### config.mk
export PLATFORM = sky130hd
export DESIGN_NAME = spi_write_sequencer
export DESIGN_NICKNAME = d
export VERILOG_FILES = /design/src/rtl/spi_write_sequencer.sv
export SDC_FILE = /design/constraint.sdc
export NUM_CORES = 1
export LEC_CHECK = 0
export CAP_MARGIN = 40
export CELL_PAD_IN_SITES_DETAIL_PLACEMENT = 0
export CELL_PAD_IN_SITES_GLOBAL_PLACEMENT = 1
export CORE_ASPECT_RATIO = 1.1
export CORE_MARGIN = 10
export CORE_UTILIZATION = 32
export CTS_CLUSTER_DIAMETER = 40
export DETAILED_ROUTE_END_ITERATION = 16
export PLACE_DENSITY_LB_ADDON = 0.1
export SYNTH_ARGS = -nofsm -noshare
export SYNTH_HDL_FRONTEND = slang
export SYNTH_SLANG_ARGS = --single-unit
### constraint.sdc
create_clock -name clk -period 1.8 [get_ports clk]
set_input_delay 0.36 -clock clk [delete_from_list [all_inputs] [get_ports clk]]
set_output_delay 0.36 -clock clk [all_outputs]
set_load 0.005 [all_outputs]
### src/rtl/spi_write_sequencer.sv
// spi_write_sequencer: two-requester round-robin SPI mode-0 write master.
// Each accepted request becomes one 16-bit frame {1'b1, addr, data}, MSB
// first, framed by ncs setup/hold/gap intervals. Requests whose address is
// above MAX_ADDR are accepted and dropped with a one-cycle err pulse.
module spi_write_sequencer #(
    parameter int unsigned CLK_DIV   = 4,
    parameter int unsigned NCS_SETUP = 4,
    parameter int unsigned NCS_HOLD  = 4,
    parameter int unsigned NCS_GAP   = 8,
    parameter logic [6:0]  MAX_ADDR  = 7'h04
) (
    input  logic       clk,
    input  logic       rst_n,
    input  logic       req0_valid,
    input  logic [6:0] req0_addr,
    input  logic [7:0] req0_data,
    output logic       req0_ready,
    input  logic       req1_valid,
    input  logic [6:0] req1_addr,
    input  logic [7:0] req1_data,
    output logic       req1_ready,
    output logic       sclk,
    output logic       ncs,
    output logic       copi,
    output logic       busy,
    output logic       done,
    output logic       done_id,
    output logic       err
);

    localparam int unsigned MAX_A = (CLK_DIV > NCS_SETUP) ? CLK_DIV : NCS_SETUP;
    localparam int unsigned MAX_B = (NCS_HOLD > NCS_GAP) ? NCS_HOLD : NCS_GAP;
    localparam int unsigned MAX_P = (MAX_A > MAX_B) ? MAX_A : MAX_B;
    localparam int unsigned CW    = $clog2(MAX_P) + 1;

    localparam logic [CW-1:0] LD_SETUP = CW'(NCS_SETUP - 1);
    localparam logic [CW-1:0] LD_HALF  = CW'(CLK_DIV - 1);
    localparam logic [CW-1:0] LD_HOLD  = CW'(NCS_HOLD - 1);
    localparam logic [CW-1:0] LD_GAP   = CW'(NCS_GAP - 1);

    typedef enum logic [2:0] {
        ST_IDLE,
        ST_SETUP,
        ST_SHIFT,
        ST_HOLD,
        ST_GAP
    } state_t;

    state_t          r_state;
    logic [CW-1:0]   r_cnt;
    logic [3:0]      r_bit;
    logic [14:0]     r_shift;
    logic            r_last_grant;
    logic            r_id;
    logic            r_sclk;
    logic            r_ncs;
    logic            r_copi;
    logic            r_busy;
    logic            r_done;
    logic            r_done_id;
    logic            r_err;

    logic            w_idle;
    logic            w_pick1;
    logic            w_grant0;
    logic            w_grant1;
    logic            w_accept;
    logic            w_bad;
    logic [6:0]      w_addr;
    logic [7:0]      w_data;
    logic [15:0]     w_frame;
    logic            w_cnt_zero;

    // Round-robin grant and selection of the winning request.
    always_comb begin
        w_idle     = (r_state == ST_IDLE);
        // On a tie the requester not served last wins; r_last_grant=1 means req1.
        w_pick1    = req1_valid && (!req0_valid || !r_last_grant);
        w_grant1   = w_pick1;
        w_grant0   = req0_valid && !w_pick1;
        w_accept   = w_idle && (w_grant0 || w_grant1);
        w_addr     = w_pick1 ? req1_addr : req0_addr;
        w_data     = w_pick1 ? req1_data : req0_data;
        w_bad      = (w_addr > MAX_ADDR);
        w_frame    = {1'b1, w_addr, w_data};
        w_cnt_zero = (r_cnt == '0);
    end

    assign req0_ready = w_idle && w_grant0;
    assign req1_ready = w_idle && w_grant1;

    // Frame sequencer with registered pin and status outputs.
    always_ff @(posedge clk) begin
        if (!rst_n) begin
            r_state      <= ST_IDLE;
            r_cnt        <= '0;
            r_bit        <= '0;
            r_shift      <= '0;
            r_last_grant <= 1'b1;
            r_id         <= 1'b0;
            r_sclk       <= 1'b0;
            r_ncs        <= 1'b1;
            r_copi       <= 1'b0;
            r_busy       <= 1'b0;
            r_done       <= 1'b0;
            r_done_id    <= 1'b0;
            r_err        <= 1'b0;
        end else begin
            r_done <= 1'b0;
            r_err  <= 1'b0;
            case (r_state)
                ST_IDLE: begin
                    if (w_accept) begin
                        r_last_grant <= w_pick1;
                        if (w_bad) begin
                            r_err <= 1'b1;
                        end else begin
                            r_state <= ST_SETUP;
                            r_id    <= w_pick1;
                            r_ncs   <= 1'b0;
                            r_busy  <= 1'b1;
                            r_copi  <= w_frame[15];
                            r_shift <= w_frame[14:0];
                            r_cnt   <= LD_SETUP;
                        end
                    end
                end
                ST_SETUP: begin
                    if (w_cnt_zero) begin
                        r_state <= ST_SHIFT;
                        r_bit   <= '0;
                        r_sclk  <= 1'b0;
                        r_cnt   <= LD_HALF;
                    end else begin
                        r_cnt <= r_cnt - CW'(1);
                    end
                end
                ST_SHIFT: begin
                    if (!w_cnt_zero) begin
                        r_cnt <= r_cnt - CW'(1);
                    end else if (!r_sclk) begin
                        r_sclk <= 1'b1;
                        r_cnt  <= LD_HALF;
                    end else begin
                        // Falling sclk edge: next bit goes out while sclk is low.
                        r_sclk <= 1'b0;
                        if (r_bit == 4'd15) begin
                            r_state <= ST_HOLD;
                            r_cnt   <= LD_HOLD;
                        end else begin
                            r_bit   <= r_bit + 4'd1;
                            r_copi  <= r_shift[14];
                            r_shift <= {r_shift[13:0], 1'b0};
                            r_cnt   <= LD_HALF;
                        end
                    end
                end
                ST_HOLD: begin
                    if (w_cnt_zero) begin
                        r_state <= ST_GAP;
                        r_ncs   <= 1'b1;
                        r_copi  <= 1'b0;
                        r_cnt   <= LD_GAP;
                    end else begin
                        r_cnt <= r_cnt - CW'(1);
                    end
                end
                ST_GAP: begin
                    if (w_cnt_zero) begin
                        r_state   <= ST_IDLE;
                        r_busy    <= 1'b0;
                        r_done    <= 1'b1;
                        r_done_id <= r_id;
                    end else begin
                        r_cnt <= r_cnt - CW'(1);
                    end
                end
                default: begin
                    r_state <= ST_IDLE;
                    r_sclk  <= 1'b0;
                    r_ncs   <= 1'b1;
                    r_busy  <= 1'b0;
                end
            endcase
        end
    end

    assign sclk    = r_sclk;
    assign ncs     = r_ncs;
    assign copi    = r_copi;
    assign busy    = r_busy;
    assign done    = r_done;
    assign done_id = r_done_id;
    assign err     = r_err;

endmodule

==> impl_metrics.toml <==
[synth]
synth_area_um2 = 1960
synthFlopType = "dfxtp_1"
synth_largest_area_cell = "dfxtp_1"
ys_types = 44
avgSynthCellArea_um2 = 7.38
yosysWarnings = 0
synth_top_area_share_pct = 35.7
async_flop_share_pct = 0
synth_enable_flop_cells = 0
ys_top_cells_by_area = "dfxtp_1 36%, nand2_1 13%, o2111ai_1 6.7%"
synth-seq-cells = 35
synth_nets = 302
post-synth-top-count-cell = "nand2_1"
synth_commonest_cells = "69 x nand2_1, 35 x dfxtp_1, 20 x nand3_1, 20 x o21ai_0, 15 x o2111ai_1"
ys_seq_area_share_pct = 35.7
synthCells = 266

[route]
wirelength_um = 6440
wire_per_inst_um = 15.3
drtIter0Drc = 48
vias = 2145
drtAntennaViolNets = 0
viasPerCell = 5.11
drc = 0
dr.pass1.iters = 4

[worst_hold_path]
hold_class = "flop to flop"
min_to = "r_shift[13]$_SDFFE_PN0P_"
whs_path_depth = 2
min_from = "r_shift[13]$_SDFFE_PN0P_"

[cells_and_area]
area_growth_pct = 57.3
final_cells = 420
drive_gt1_share_pct = 27.0
fin_nets = 377
finalInstanceArea_um2 = 3090
fillers = 623
fin_util_pct = 52.5

[critical_path]
worstPathArrival_ns = 1.94
crit_type = "flop to flop"
r2r-end = "copi$_SDFFE_PN0P_"
ff2ff_setup_slack_ns = 0.03
crit_path_max_incr_delay_ns = 0.45
slowest_stage = "or3b_4"
critPathCaptureType = "flop"
crit_buf_inv = 2
crit-reg2reg-launch = "r_cnt[1]$_SDFFE_PN0P_"
critical_path_peak_fanout = 8
start_kind = "flop"
cp.required_ns = 1.98
crit_chain = "inv_2 > ha_4 > buf_4 > or3b_4 > a221oi_2 > nand3_1 > mux2i_1"
reg2regPathDepth = 7
crit_family = "simple AND/OR/NAND/NOR gates"

[clocking]
clockBufferDepth = 2
cts_tree = "built"
h-tree-depth = 2
cts-root-buf = "clkbuf_8"
cts.sinks = 35
ctsHoldBuffers = 0
worst_skew_pair.late_latency_ns = 0.29
cts_made_buffers = 5
path_clk_slew_ns = 0.08

[die]
start_util_pct = 33.4
die_area_um2 = 9670
ios = 43
die_height_um = 102
core_area_um2 = 5880
die_x_um = 94.7
rows = 29

[power_and_ir_drop]
p_leak_nw = 1.21
power.total_mw = 1.80
power.density_nw_per_um2 = 584
peakVddDrop_uv = 337

[sta]
layout_min_cycle_time_ns = 1.77
finClkSkew_ns = 0.00967
period_share_pct = 98.1
final_hold_viol_count = 0
final.setup.tns_ns = 0
rsz0062_at_grt = "yes"
fmax_mhz = 566
maxSlewViolCount = 0
relSlewSlack_pct = 68.3
setup_viol = 0
worst_pin_slew_ns = 0.474

[placed_design]
place_congestion = 0.791
dpl-instance-area_um2 = 2690
dp.cells = 403
dp_hpwl_um = 4360
numPortBuffers = 42

[run]
max_cap_viol_count = 0

[grt]
grtUsageTotal_pct = 13.3
use_met3_pct = 4.33
grt-ovfl-total = 0
grt.met2_usage_pct = 22.5
grt_start_max_net_pins = 31
grt_util_met1_pct = 15.8
grt_pass1_vias = 2133
grt_pass1_wl_um = 10300
antenna_found_initial = 2
top_usage_layer = "met2"

[outcome]
status = "completed"
[registers in the layout, indices dropped and copies added, names as in the netlist]
name and flops:
ncs 1, r_state 3, r_cnt 4, done 1, copi 1, sclk 1
busy 1, err 1, done_id 1, r_shift 15, r_bit 4, r_last_grant 1
r_id 1
[layout make-up]
type / count / area (um2) / share of cell area, %
Clock inverter: 1 / 5.00 / 0.162
Tap cell: 77 / 96.3 / 3.12
Multi-Input combinational cell: 203 / 1360 / 43.9
Clock buffer: 6 / 82.6 / 2.68
Timing Repair Buffer: 89 / 812 / 26.3
Inverter: 7 / 26.3 / 0.852
Antenna cell: 2 / 5.00 / 0.162
Sequential cell: 35 / 703 / 22.8
[cell usage in the layout, fill, tap and decap left out, drive strengths merged, types with 3 or more instances in the layout]
master          n
xnor2           3
a21oi           9
nor3           10
nand3          20
a221oi          3
o21ai          21
clkbuf          6
o2111ai        15
nor4            4
nand4           3
nor2b           3
buf            47
mux2i           3
clkdlybuf4s50  31
dlygate4sd2    10
nand2          69
dfxtp          35
inv             7
nor2           14
[logic make-up (layout without fill, tap and decap cells)]
group           Yosys count  after routing  share of synthesized area, %
buf+inv                  28            103                          6.70
flops                    35             35                          35.7
compound gates           66             66                          23.8
xor+xnor                  3              3                          1.34
simple gates            129            129                          29.7
mux                       3              3                          1.53
other cells               0              2                             0
fa+ha+maj                 2              2                          1.28
[worst reg2reg max path: cells and delay by family (launching register included)]
| family | cells | cell delay (ns) |
|---|---|---|
| AOI/OAI and AO/OA | 1 | 0.31 |
| adders and majority gates | 1 | 0.14 |
| buffers and inverters | 2 | 0.17 |
| DFF | 1 | 0.33 |
| muxes | 1 | 0.13 |
| and+or+nand+nor | 2 | 0.58 |
[power by group]
| part | internal [mW] | switching [mW] | total (mW) | leakage, nW |
|---|---|---|---|---|
| registers | 0.795 | 0.0148 | 0.809 | 0.284 |
| logic | 0.210 | 0.191 | 0.400 | 0.877 |
| clock network | 0.301 | 0.290 | 0.591 | 0.0471 |
| total | 1.30 | 0.496 | 1.80 | 1.21 |
[stage by stage]
step                      hold WS (ns)  setup WS, ns
after CTS                        0.458        0.0113
after global routing             0.487       -0.0717
after floorplan                  0.428        0.0367
after global placement           0.443        -0.484
after detailed placement         0.451        -0.549
final                            0.449        0.0341
[how the worst max path moves through the flow]
stage | end | depth (start not counted) | slack [ns] | startpoint
final | copi$_SDFFE_PN0P_ | 7 | 0.03 | r_cnt[1]$_SDFFE_PN0P_
after global routing | r_bit[0]$_SDFFE_PN0P_ | 7 | -0.07 | r_bit[0]$_SDFFE_PN0P_
after CTS | r_shift[3]$_SDFFE_PN0P_ | 9 | 0.01 | r_cnt[1]$_SDFFE_PN0P_
after detailed placement | r_shift[5]$_SDFFE_PN0P_ | 8 | -0.55 | req0_addr[5]
after global placement | r_shift[10]$_SDFFE_PN0P_ | 8 | -0.48 | req0_addr[5]
after floorplan | r_shift[5]$_SDFFE_PN0P_ | 7 | 0.04 | r_cnt[0]$_SDFFE_PN0P_
[layer usage]
layer,wire length (um),vias up
li1,-,1109
met1,2830,989
met2,3130,39
met3,402,8
met4,76,0
met5,0,-
[what timing repair did]
item	in CTS	in global routing
endpoints found under the hold margin	0	0
gates resized for setup	39	37
gates cloned	2	0
pin swaps	7	8
setup endpoints to repair	22	25
setup buffers	6	1
Power figures use the tool's default switching activity.
